<file path="config.mk">
export PLATFORM = sky130hd
export DESIGN_NAME = maxnet_feeder
export DESIGN_NICKNAME = d
export VERILOG_FILES = /design/src/rtl/maxnet_feeder.sv
export SDC_FILE = /design/constraint.sdc
export NUM_CORES = 1
export LEC_CHECK = 0
export ABC_CLOCK_PERIOD_IN_PS = 1600
export BUFFER_PORTS_ARGS = -buffer_cell sky130_fd_sc_hd__buf_2
export CAP_MARGIN = 10
export CORE_MARGIN = 2
export CORE_UTILIZATION = 45
export CTS_BUF_LIST = sky130_fd_sc_hd__clkbuf_2 sky130_fd_sc_hd__clkbuf_4 sky130_fd_sc_hd__clkbuf_8
export DETAILED_ROUTE_END_ITERATION = 10
export PLACE_DENSITY = 0.73
export SYNTH_ARGS = -nofsm -noshare
export SYNTH_HDL_FRONTEND = slang
export SYNTH_SLANG_ARGS = --single-unit
</file>
<file path="constraint.sdc">
create_clock -name clk -period 1.6 [get_ports clk]
set_input_delay 0.24 -clock clk [delete_from_list [all_inputs] [get_ports clk]]
set_output_delay 0.24 -clock clk [all_outputs]
set_load 0.01 [all_outputs]
</file>
<file path="src/rtl/maxnet_feeder.sv">
// rtl/maxnet_feeder.sv - packs streamed activations into a vector, launches maxnet, returns its result
//
// Optional feature macro: MAXNET_FEEDER_CLAMP_EN (negative samples are stored as 0).
//
// Ports:
//   clk         clock, rising edge
//   rst         asynchronous active-low reset
//   in_valid    sample offered
//   in_ready    sample accepted when in_valid & in_ready (FILL only)
//   in_data     sample value, two's complement
//   vec         packed activations, slot k at [k*WIDTH +: WIDTH]
//   mn_start    one-cycle launch pulse to maxnet
//   mn_done     maxnet completion, honoured only in WAIT
//   mn_result   maxnet result
//   out_valid   result available (OUT)
//   out_ready   downstream accepts
//   out_result  captured result, 0 on watchdog expiry
//   out_err     1 = watchdog expired
//   busy        high in any state except FILL
module maxnet_feeder #(
  parameter int NUM     = 4,
  parameter int WIDTH   = 8,
  parameter int TIMEOUT = 1024
) (
  input  logic                 clk,
  input  logic                 rst,
  input  logic                 in_valid,
  output logic                 in_ready,
  input  logic [WIDTH-1:0]     in_data,
  output logic [NUM*WIDTH-1:0] vec,
  output logic                 mn_start,
  input  logic                 mn_done,
  input  logic [4:0]           mn_result,
  output logic                 out_valid,
  input  logic                 out_ready,
  output logic [4:0]           out_result,
  output logic                 out_err,
  output logic                 busy
);

  localparam int CW = (NUM > 1) ? $clog2(NUM) : 1;
  localparam int TW = (TIMEOUT > 1) ? $clog2(TIMEOUT) : 1;

  typedef enum logic [1:0] {
    S_FILL  = 2'd0,
    S_START = 2'd1,
    S_WAIT  = 2'd2,
    S_OUT   = 2'd3
  } state_t;

  state_t                 state_q, state_d;
  logic [CW-1:0]          cnt_q, cnt_d;
  logic [NUM*WIDTH-1:0]   vec_q, vec_d;
  logic [TW-1:0]          wd_q, wd_d;
  logic [4:0]             out_result_q, out_result_d;
  logic                   out_err_q, out_err_d;
  logic [WIDTH-1:0]       sample;

  // maxnet only works on non-negative activations; the clamp build
  // replaces negative samples with zero before they reach the vector.
  always_comb begin
    sample = in_data;
`ifdef MAXNET_FEEDER_CLAMP_EN
    if (in_data[WIDTH-1]) begin
      sample = '0;
    end
`else
    sample = in_data;
`endif
  end

  always_comb begin
    state_d      = state_q;
    cnt_d        = cnt_q;
    vec_d        = vec_q;
    wd_d         = wd_q;
    out_result_d = out_result_q;
    out_err_d    = out_err_q;

    unique case (state_q)
      S_FILL: begin
        if (in_valid) begin
          for (int k = 0; k < NUM; k++) begin
            if (cnt_q == CW'(k)) begin
              vec_d[k*WIDTH +: WIDTH] = sample;
            end
          end
          if (cnt_q == CW'(NUM-1)) begin
            cnt_d   = '0;
            state_d = S_START;
          end else begin
            cnt_d = cnt_q + 1'b1;
          end
        end
      end
      S_START: begin
        // mn_done is deliberately not looked at here: a level left over
        // from the previous run must not end this one.
        wd_d    = '0;
        state_d = S_WAIT;
      end
      S_WAIT: begin
        wd_d = wd_q + 1'b1;
        // Completion takes priority over a watchdog expiring on the same edge.
        if (mn_done) begin
          out_result_d = mn_result;
          out_err_d    = 1'b0;
          state_d      = S_OUT;
        end else if (wd_q == TW'(TIMEOUT-1)) begin
          out_result_d = '0;
          out_err_d    = 1'b1;
          state_d      = S_OUT;
        end
      end
      S_OUT: begin
        if (out_ready) begin
          state_d = S_FILL;
        end
      end
      default: begin
        state_d = S_FILL;
      end
    endcase
  end

  always_ff @(posedge clk or negedge rst) begin
    if (!rst) begin
      state_q      <= S_FILL;
      cnt_q        <= '0;
      vec_q        <= '0;
      wd_q         <= '0;
      out_result_q <= '0;
      out_err_q    <= 1'b0;
    end else begin
      state_q      <= state_d;
      cnt_q        <= cnt_d;
      vec_q        <= vec_d;
      wd_q         <= wd_d;
      out_result_q <= out_result_d;
      out_err_q    <= out_err_d;
    end
  end

  // Handshake and control outputs come from the state register alone.
  assign in_ready   = (state_q == S_FILL);
  assign mn_start   = (state_q == S_START);
  assign out_valid  = (state_q == S_OUT);
  assign busy       = (state_q != S_FILL);
  assign vec        = vec_q;
  assign out_result = out_result_q;
  assign out_err    = out_err_q;

endmodule
</file>
==> flow_metrics.tcl <==
set metrics [dict create \
    outcome "complete, no violations" \
    drc 0 \
    hpwl_um 3140 \
    yosys_warnings 0 \
    cp_data_arrival_time_ns 1.73 \
    ioPinCount 60 \
    area_growth_pct 27.9 \
    diodes 0 \
    power_frac_comb_pct 43.7 \
    min_period_over_period_pct 96.3 \
    p_leak_nw 1.45 \
    drive_above_1_share_pct 39.3 \
    antenna_found_initial 0 \
    grt_overflow 0 \
    gp_congestion 0.747 \
    synthFlopType "dfrtp_1" \
    crit_path_start_kind "flip-flop" \
    worstMarginPinSlew_ns 0.331 \
    finClkSkew_ns 0.00794 \
    fin_nets 269 \
    cts-htree-levels 2 \
    grt_max_degree 53 \
    swShare_pct 34.7 \
    grt_setup_unrepaired "false" \
    synthesis.nets 196 \
    ys_ff_latch 52 \
    dr.pass1.iters 4 \
    synth_area_sq_um 2280 \
    pwr-share-clk_pct 16.4 \
    min_period_ns 1.54 \
    io_buffers 59 \
    utilization_pct 60.5 \
    cts_buffer_depth 2 \
    coreArea_sq_um 4820 \
    min_path_type "in2reg" \
    intPower_w 0.00350 \
    path_class "reg2reg" \
    worst_ep_required_time_ns 1.79 \
    critical_path.slowest_cell "dfrtp_1" \
    route.vias.total 1511 \
    p_seq_share_pct 39.9 \
    die_h_um 75.2 \
    setup_violations 0 \
    avgRoutedWirePerCell_um 13.6 \
    worst_slew_margin_rel_pct 77.9 \
    grt_pass1_vias 1408 \
    fill_cells 422 \
    netlist_instances 168 \
    worstPathCellList "inv_1 > ha_4 > a22o_1 > a21oi_2 > mux2_4" \
    yosysSeqAreaShare_pct 57.1 \
    finalHoldViolCount 0 \
    core.rowCount 25 \
    endpoint_kind "flip-flop" \
    grt_usage_pct 15.6 \
    cts_tree "yes" \
    die_area_sq_um 5650 \
    drv_cap 0 \
    tns_ns 0 \
    drv_slew 0 \
    clkSlewWorstSetupHoldPaths_ns 0.09 \
    start_util_pct 47.3 \
    fmax_mhz 649 \
    drt-initial-drc-count 51 \
    ir_drop_v 0.000682 \
    numCtsBuffers 5 \
    cts.sinks 52 \
    synth.avg_cell_area_sq_um 13.6 \
    ant_nets 0 \
    slowest_delay_ns 0.38 \
    layout_commonest_cell "buf_2" \
    powerDensity_nw_per_um2 1840 \
    netSwitchingPower_w 0.00185 \
    layout_common_cells "buf_2, dfrtp_1, mux2_1" \
    synth_edf_count 0 \
    netlist-cell-type-count 32 \
    clock_latency_ns 0.30 \
    die_w_um 75.2 \
    vias_per_cell 4.89 \
    cp_max_fo 6 \
    routed_wl_um 4200 \
    cts_root_buffer "clkbuf_8" \
    grt_first_pass_wirelength_um 6450 \
    async_flop_share_pct 100 \
]
==> worst paths after layout <==
kind                       depth (start not counted)                   endpoint                    from  slack, ns
max in group asynchronous                          3        wd_q[8]$_DFFE_PN0P_                     rst       0.93
min in group asynchronous                          3        vec[16]$_DFFE_PN0P_                     rst       0.45
setup / recovery                                   5     state_q[1]$_DFFE_PN0P_  state_q[1]$_DFFE_PN0P_       0.06
setup reg to reg                                   5     state_q[1]$_DFFE_PN0P_  state_q[1]$_DFFE_PN0P_       0.06
hold reg to reg                                    1         vec[8]$_DFFE_PN0P_      vec[8]$_DFFE_PN0P_       0.49
hold / removal                                     2  out_result[3]$_DFFE_PN0P_            mn_result[3]       0.16
==> through the flow <==
step           hold WS [ns]  setup slack [ns]  total power (W)  std cells  cell area (sq um)
2_1_floorplan       -0.0556            0.0121          0.00335        168               2280
3_3_place_gp          0.251            0.0534          0.00420        296               2700
3_5_place_dp          0.252           0.00168          0.00428        296               2700
4_1_cts               0.145           -0.0109          0.00517        305               2830
5_1_grt               0.152           0.00319          0.00576        309               2920
6_report              0.161            0.0593          0.00535        309               2920
==> Yosys cell counts, drive strengths merged (2+ instances only) <==
cell	n	share of area (%)
a21oi	2	0.60
a22o	6	2.3
and2	2	0.55
and3	3	0.82
and4	3	1.4
buf	3	0.66
clkbuf	2	0.33
dfrtp	52	57
ha	10	5.5
inv	8	1.3
mux2	34	17
nand2	5	0.82
nand3	8	2.6
nand4	2	0.55
nor2	7	1.2
o21ai	5	1.1
xor2	6	2.3
==> registers in the layout, summed over array words and instances (netlist names) <==
signal / flops
out_result: 5
out_err: 1
state_q: 2
vec: 32
wd_q: 10
cnt_q: 2
==> power groups by stage <==
stage | Clock, W | Sequential (W) | Combinational [W]
floorplan | 0 | 0.00236 | 0.000992
global placement | 0 | 0.00215 | 0.00205
detailed placement | 0 | 0.00218 | 0.00210
CTS | 0.000913 | 0.00215 | 0.00211
global route | 0.000973 | 0.00220 | 0.00258
finish | 0.000876 | 0.00214 | 0.00234
==> metal layers <==
metal	vias to the layer above	wire length [um]	track usage, %
met5	-	0	0
met4	0	79	6.63
met3	8	242	4.82
met2	43	1980	26.2
met1	728	1900	18.6
li1	732	-	-
==> kinds of logic (layout without fill, tap and decap cells) <==
| family | Yosys count | in the layout | share of synthesized area (%) |
|---|---|---|---|
| adders and majority gates | 10 | 10 | 5.49 |
| buffers and inverters | 14 | 88 | 2.47 |
| xor gates and xnor gates | 6 | 6 | 2.31 |
| DFF | 52 | 52 | 57.1 |
| muxes | 35 | 35 | 17.2 |
| and+or+nand+nor | 34 | 34 | 9.33 |
| AOI/OAI and AO/OA | 17 | 17 | 6.09 |
==> worst max-delay path: cells and delay by family (launching register included) <==
family / cells / cell delay [ns]
fa+ha+maj: 1 / 0.22
buf+inv: 1 / 0.11
compound gates: 2 / 0.41
mux: 1 / 0.32
flops: 1 / 0.38
==> repair_timing <==
action | in CTS | in global routing
gates resized for setup | 0 | 9
pin swaps | 0 | 1
hold buffers | 1 | 0
endpoints found under the hold margin | 52 | 0
endpoints found under the setup margin | 6 | 39
setup buffers | 0 | 4
==> final cells by class <==
cell class	count	area, sq um	share of cell area (%)
multi-input combinational	102	972	33.3
tap	67	83.8	2.88
sequential	52	1300	44.6
clock buffer	5	68.8	2.36
timing repair buffer	71	413	14.2
clock inverter	3	42.5	1.46
inverter	9	33.8	1.16
No activity file was read; power rests on OpenSTA's default activity.
